`config.mk`:
```
export PLATFORM = sky130hd
export DESIGN_NAME = dff_bank_seq_ctrl
export DESIGN_NICKNAME = d
export VERILOG_FILES = /design/src/rtl/dff_bank_seq_ctrl.sv
export SDC_FILE = /design/constraint.sdc
export NUM_CORES = 1
export LEC_CHECK = 0
export BUFFER_PORTS_ARGS = -buffer_cell sky130_fd_sc_hd__buf_2
export CELL_PAD_IN_SITES_DETAIL_PLACEMENT = 2
export CELL_PAD_IN_SITES_GLOBAL_PLACEMENT = 2
export CORE_MARGIN = 2
export CORE_UTILIZATION = 32
export DETAILED_ROUTE_END_ITERATION = 8
export GPL_TIMING_DRIVEN = 0
export PLACE_DENSITY = 0.78
export SLEW_MARGIN = 40
export SYNTH_ARGS = -nofsm -noshare
export SYNTH_HDL_FRONTEND = slang
export SYNTH_SLANG_ARGS = --single-unit
```
`constraint.sdc`:
```
create_clock -name clk -period 1.98 [get_ports clk]
set_input_delay 0.099 -clock clk [delete_from_list [all_inputs] [get_ports clk]]
set_output_delay 0.099 -clock clk [all_outputs]
set_load 0.05 [all_outputs]
```
`src/rtl/dff_bank_seq_ctrl.sv`:
```
// -----------------------------------------------------------------------------
// dff_bank_seq_ctrl
//
// Command sequencer for a WIDTH-bit register bank made of D flops with an
// asynchronous preset and a synchronous clear. It accepts LOAD / CLEAR /
// PRESET / READ commands on a valid/ready port. It drives the bank control
// pins, reads the bank back after each command, reports the value it read,
// and flags any difference from the expected value. This block is the only
// driver of the bank control pins.
//
// Ports
//   clk        in   rising-edge clock
//   rst        in   asynchronous reset, active-low
//   cmd_valid  in   command present, held until accepted
//   cmd_ready  out  controller idle; a transfer is cmd_valid & cmd_ready at an edge
//   cmd_op     in   00 LOAD, 01 CLEAR, 10 PRESET, 11 READ
//   cmd_data   in   LOAD value (ignored for the other ops)
//   bank_prst  out  bank asynchronous preset strobe (active-high)
//   bank_rst   out  bank synchronous clear strobe (active-high)
//   bank_ld    out  bank load enable
//   bank_d     out  bank data input (zero whenever bank_ld is low)
//   bank_q     in   bank outputs
//   busy       out  high in every state except IDLE
//   done       out  one-cycle completion pulse
//   err        out  read-back mismatch, meaningful only while done is high
//   rd_data    out  bank_q captured in CHECK; held until the next CHECK
// -----------------------------------------------------------------------------
module dff_bank_seq_ctrl #(
  parameter int WIDTH     = 8,
  parameter int PULSE_CYC = 2,
  parameter int CNT_W     = 4
) (
  input  logic             clk,
  input  logic             rst,
  input  logic             cmd_valid,
  output logic             cmd_ready,
  input  logic [1:0]       cmd_op,
  input  logic [WIDTH-1:0] cmd_data,
  output logic             bank_prst,
  output logic             bank_rst,
  output logic             bank_ld,
  output logic [WIDTH-1:0] bank_d,
  input  logic [WIDTH-1:0] bank_q,
  output logic             busy,
  output logic             done,
  output logic             err,
  output logic [WIDTH-1:0] rd_data
);

  localparam logic [1:0] OP_LOAD   = 2'b00;
  localparam logic [1:0] OP_CLEAR  = 2'b01;
  localparam logic [1:0] OP_PRESET = 2'b10;
  localparam logic [1:0] OP_READ   = 2'b11;

  localparam logic [CNT_W-1:0] CNT_ONE   = CNT_W'(1);
  localparam logic [CNT_W-1:0] CNT_PULSE = CNT_W'(PULSE_CYC);

  typedef enum logic [1:0] {
    IDLE  = 2'd0,
    DRIVE = 2'd1,
    CHECK = 2'd2,
    RESP  = 2'd3
  } state_t;

  state_t           state, state_n;
  logic [CNT_W-1:0] cnt, cnt_n;
  logic [1:0]       op_q, op_n;
  logic [WIDTH-1:0] exp_q, exp_n;

  logic             cmd_ready_n, bank_prst_n, bank_rst_n, bank_ld_n;
  logic             busy_n, done_n, err_n;
  logic [WIDTH-1:0] bank_d_n, rd_data_n;

  // Every output is a flop. The comb block computes the value each output
  // takes at the next edge, so the outputs change only on clock edges (or on
  // reset).
  always_comb begin
    // NOTE: every signal gets a default before the case statement, so no path
    // leaves a signal unassigned and no latch is inferred.
    state_n     = state;
    cnt_n       = cnt;
    op_n        = op_q;
    exp_n       = exp_q;
    cmd_ready_n = 1'b0;
    bank_prst_n = 1'b0;
    bank_rst_n  = 1'b0;
    bank_ld_n   = 1'b0;
    bank_d_n    = '0;
    done_n      = 1'b0;
    err_n       = 1'b0;
    rd_data_n   = rd_data;

    unique case (state)
      IDLE: begin
        if (cmd_valid && cmd_ready) begin
          op_n  = cmd_op;
          cnt_n = CNT_ONE;
          state_n = DRIVE;
          unique case (cmd_op)
            OP_LOAD: begin
              exp_n     = cmd_data;
              bank_ld_n = 1'b1;
              bank_d_n  = cmd_data;
            end
            OP_CLEAR: begin
              exp_n      = '0;
              bank_rst_n = 1'b1;
            end
            OP_PRESET: begin
              exp_n       = '1;
              bank_prst_n = 1'b1;
              cnt_n       = CNT_PULSE;
            end
            default: begin
              // READ has no expected value and goes straight to CHECK.
              exp_n   = '0;
              state_n = CHECK;
            end
          endcase
        end else begin
          cmd_ready_n = 1'b1;
        end
      end

      DRIVE: begin
        // The strobe stays up while the counter runs. It drops on the same
        // edge that leaves DRIVE.
        if (cnt == CNT_ONE) begin
          state_n = CHECK;
        end else begin
          cnt_n       = cnt - CNT_ONE;
          bank_prst_n = bank_prst;
          bank_rst_n  = bank_rst;
          bank_ld_n   = bank_ld;
          bank_d_n    = bank_d;
        end
      end

      CHECK: begin
        rd_data_n = bank_q;
        err_n     = (op_q != OP_READ) && (bank_q != exp_q);
        done_n    = 1'b1;
        state_n   = RESP;
      end

      default: begin  // RESP
        cmd_ready_n = 1'b1;
        state_n     = IDLE;
      end
    endcase

    busy_n = (state_n != IDLE);
  end

  // NOTE: sequential state is updated only with non-blocking assignments.
  // Every flop sees the pre-edge values, whatever the statement order.
  always_ff @(posedge clk or negedge rst) begin
    if (!rst) begin
      state     <= IDLE;
      cnt       <= '0;
      op_q      <= OP_LOAD;
      exp_q     <= '0;
      cmd_ready <= 1'b0;
      bank_prst <= 1'b0;
      bank_rst  <= 1'b0;
      bank_ld   <= 1'b0;
      bank_d    <= '0;
      busy      <= 1'b0;
      done      <= 1'b0;
      err       <= 1'b0;
      rd_data   <= '0;
    end else begin
      state     <= state_n;
      cnt       <= cnt_n;
      op_q      <= op_n;
      exp_q     <= exp_n;
      cmd_ready <= cmd_ready_n;
      bank_prst <= bank_prst_n;
      bank_rst  <= bank_rst_n;
      bank_ld   <= bank_ld_n;
      bank_d    <= bank_d_n;
      busy      <= busy_n;
      done      <= done_n;
      err       <= err_n;
      rd_data   <= rd_data_n;
    end
  end

endmodule

```
==> summary.txt <==
Status
  – Run status: finished, final reports clean

Min path
  – Hold-critical path depth: 2
  – Worst min-delay path category: input port to flop

Synthesis
  – Distinct cells, synth: 31
  – Synthesized area: 1692 sq um
  – Top_reg_cell synth: dfrtp_1
  – Seq/Total Area, Yosys: 0.5769
  – Leading area contributor after synthesis: dfrtp_1
  – EDFF count, synth: 0
  – Synth warn: 0
  – Register bit total from synthesis: 39
  – Syn nets: 180
  – Syn Area/Cell: 10.77 sq um
  – Mapped Cells: 157
  – Share of the synthesized area in the top cell type: 0.5769
  – Area contributors post-synth: dfrtp_1 (58%), nand2_1 (8.7%), a22o_1 (4.7%)
  – Post-synthesis async set-or-reset flop share: 1.000

STA
  – Max Clk Rate: 557.5 MHz
  – Final Hold Viols: 0
  – Max-slew violations: 0
  – Setup-failing EPs final: 0
  – RSZ-0062 raised after global routing: false
  – Worst-margin pin slew: 0.5058 ns
  – Clock skew: 0.01029 ns
  – Tmin final: 1.794 ns
  – Worst hold margin: 0.03586 ns
  – Final worst-path cycle share: 0.9060
  – Slew headroom: 0.6628
  – Final WS setup: 0.1862 ns
  – TNS Setup: 0 ns

Worst setup path
  – Crit path largest cell delay: 0.41 ns
  – Crit path depth: 6
  – Worst-path cell chain: inv_1, ha_1, or3b_4, and2_4, buf_6, a22o_1
  – Critical Path End Type: flop
  – Data required, critical path: 2.16 ns
  – Delay-heaviest family, CP: simple AND/OR/NAND/NOR gates
  – Worst Path Arrival: 1.98 ns
  – CP Class: flop to flop
  – Worst path bufs/invs: 2
  – Critical-path maximum fanout: 10
  – CP Launch Type: flop
  – Reg2reg path depth: 6
  – CP max-delay cell: dfrtp_1

Clock tree
  – CTS tree: done
  – TritonCTS Sinks: 39
  – Clk buf depth: 2
  – Clock Pin Slew Worst Setup and Hold Paths: 0.08 ns
  – Root buffer cell: clkbuf_8
  – H-tree Lvls: 2
  – Later-pin clock latency in the skew report: 0.30 ns
  – Num CTS Buffers: 5

Place
  – Routability cong.: 0.6761
  – Port bufs: 43
  – Pre-CTS WS: 0.1881 ns
  – Post-DP HPWL: 3.443 mm

GRT
  – Global route overflow: 0
  – First-pass GRT wire length: 8.038 mm
  – Vias in the first global route: 1630
  – Total track usage: 0.1707
  – Pin count of the biggest net entering global routing: 40
  – Initial antenna violation count: 0

Layout
  – Most frequent cells in the layout: buf_2 (46), nand2_1 (39), dfrtp_1 (39)
  – FILL cells: 560
  – Synth-to-Final Area Change: 25.59%
  – Diode count: 0
  – Final #Nets: 231
  – Fraction of layout cells with a size suffix above 1: 0.3014
  – Commonest non-fill, non-tap cell in the layout: buf_2

Drt
  – Via/cell ratio: 4.878
  – WL/cell: 16.30 microns
  – Vias: 1361
  – Remaining antenna violation count: 0
  – DR DRC count: 0
  – Iteration-0 DRC Markers: 49
  – Total Wirelength: 4.548 mm
  – DR pass1 iterations: 3

Floorplan
  – Die area: 5884 sq um
  – Die width: 76.71 microns
  – Num rows: 26
  – Initial Util: 0.3312
  – Core area: 5107 sq um
  – Io pins: 44
  – Die Y: 76.71 microns

Job
  – Max Cap Viol: 0

Power
  – Leakage: 0.001118 uW
  – Peak supply drop: 471.8 uV
  – Power Density: 1603 nW/um^2
==> area by class of cell <==
class,instances,area (sq um),share of cell area
clock buffer,6,82.58,0.03887
inverter,5,18.77,0.008834
timing repair buffer,44,227.7,0.1072
clock inverter,2,35.03,0.01649
buffer,7,38.79,0.01826
multi-input combinational,106,658.1,0.3098
sequential,39,975.9,0.4594
tap,70,87.58,0.04122
==> registers in the layout, indices dropped and copies added, names as in the netlist, 2 cells and up <==
signal   cells
rd_data      8
bank_d       8
state        2
cnt          4
exp_q        8
op_q         2
==> final timing paths <==
kind | to | from | slack [ns]
min in group asynchronous | cmd_ready$_DFF_PN0_ | rst | 0.32
worst min register to register | rd_data[2]$_DFFE_PN0N_ | rd_data[2]$_DFFE_PN0N_ | 0.48
max in group asynchronous | rd_data[3]$_DFFE_PN0N_ | rst | 1.30
worst max register to register | bank_d[7]$_DFFE_PN0P_ | cnt[1]$_DFFE_PN0P_ | 0.19
worst min-delay path | bank_d[3]$_DFFE_PN0P_ | cmd_data[3] | 0.04
worst max-delay path | bank_d[7]$_DFFE_PN0P_ | cnt[1]$_DFFE_PN0P_ | 0.19
==> worst reg2reg max path, stage by stage (launching register included) <==
cell	delay (ns)
dfrtp_1	0.41
inv_1	0.09
ha_1	0.18
or3b_4	0.41
and2_4	0.20
buf_6	0.14
a22o_1	0.24
==> power breakdown <==
part | switching [uW] | internal, uW | total [uW]
sequential | 209 | 1070 | 1280
clock | 285 | 408 | 693
combinational | 982 | 453 | 1440
==> per-layer routing <==
metal  vias to the layer above  global-route usage  part of all wire
met4                         0             0.04364            0.0090
li1                        640                   -                 -
met1                       675              0.2145              0.45
met5                         -                   0                 0
met2                        41              0.2912              0.49
met3                         5             0.04588             0.053
==> through the flow <==
| step | cell area [sq um] | total power [uW] | cells | util |
|---|---|---|---|---|
| 3_3_place_gp | 1994 | 2639 | 270 | 0.3905 |
| 3_5_place_dp | 1997 | 2748 | 270 | 0.3910 |
| 5_1_grt | 2125 | 3653 | 279 | 0.4160 |
| 6_report | 2125 | 3406 | 279 | 0.4160 |
| 4_1_cts | 2125 | 3461 | 279 | 0.4160 |
| 2_1_floorplan | 1692 | 2320 | 157 | - |
==> synth_stat cells, types with 2 or more instances <==
cell type / n
nand2_1: 39
a22o_1: 9
xor2_1: 8
clkbuf_1: 2
a221oi_1: 2
buf_2: 4
a21oi_1: 4
a211oi_1: 3
ha_1: 2
nor2_1: 10
nor4_1: 3
o31ai_1: 8
dfrtp_1: 39
a21o_1: 2
nand2b_1: 3
inv_1: 4
==> cell families after synthesis <==
kind of cell,share of synthesized area
XOR/XNOR,0.04142
AO/OA/AOI/OAI,0.1487
adder cells (fa/ha/maj),0.01479
multiplexers,0.005917
flip-flops,0.5769
buffers and inverters,0.03402
AND/OR/NAND/NOR,0.1783
==> timing repair <==
action | 4_1_cts | 5_1_grt
endpoints found under the setup margin | 0 | 0
hold buffers | 1 | 0
setup buffers | 0 | 0
hold endpoints to repair | 39 | 0
resized for setup | 0 | 0
Power figures use the tool's default switching activity.
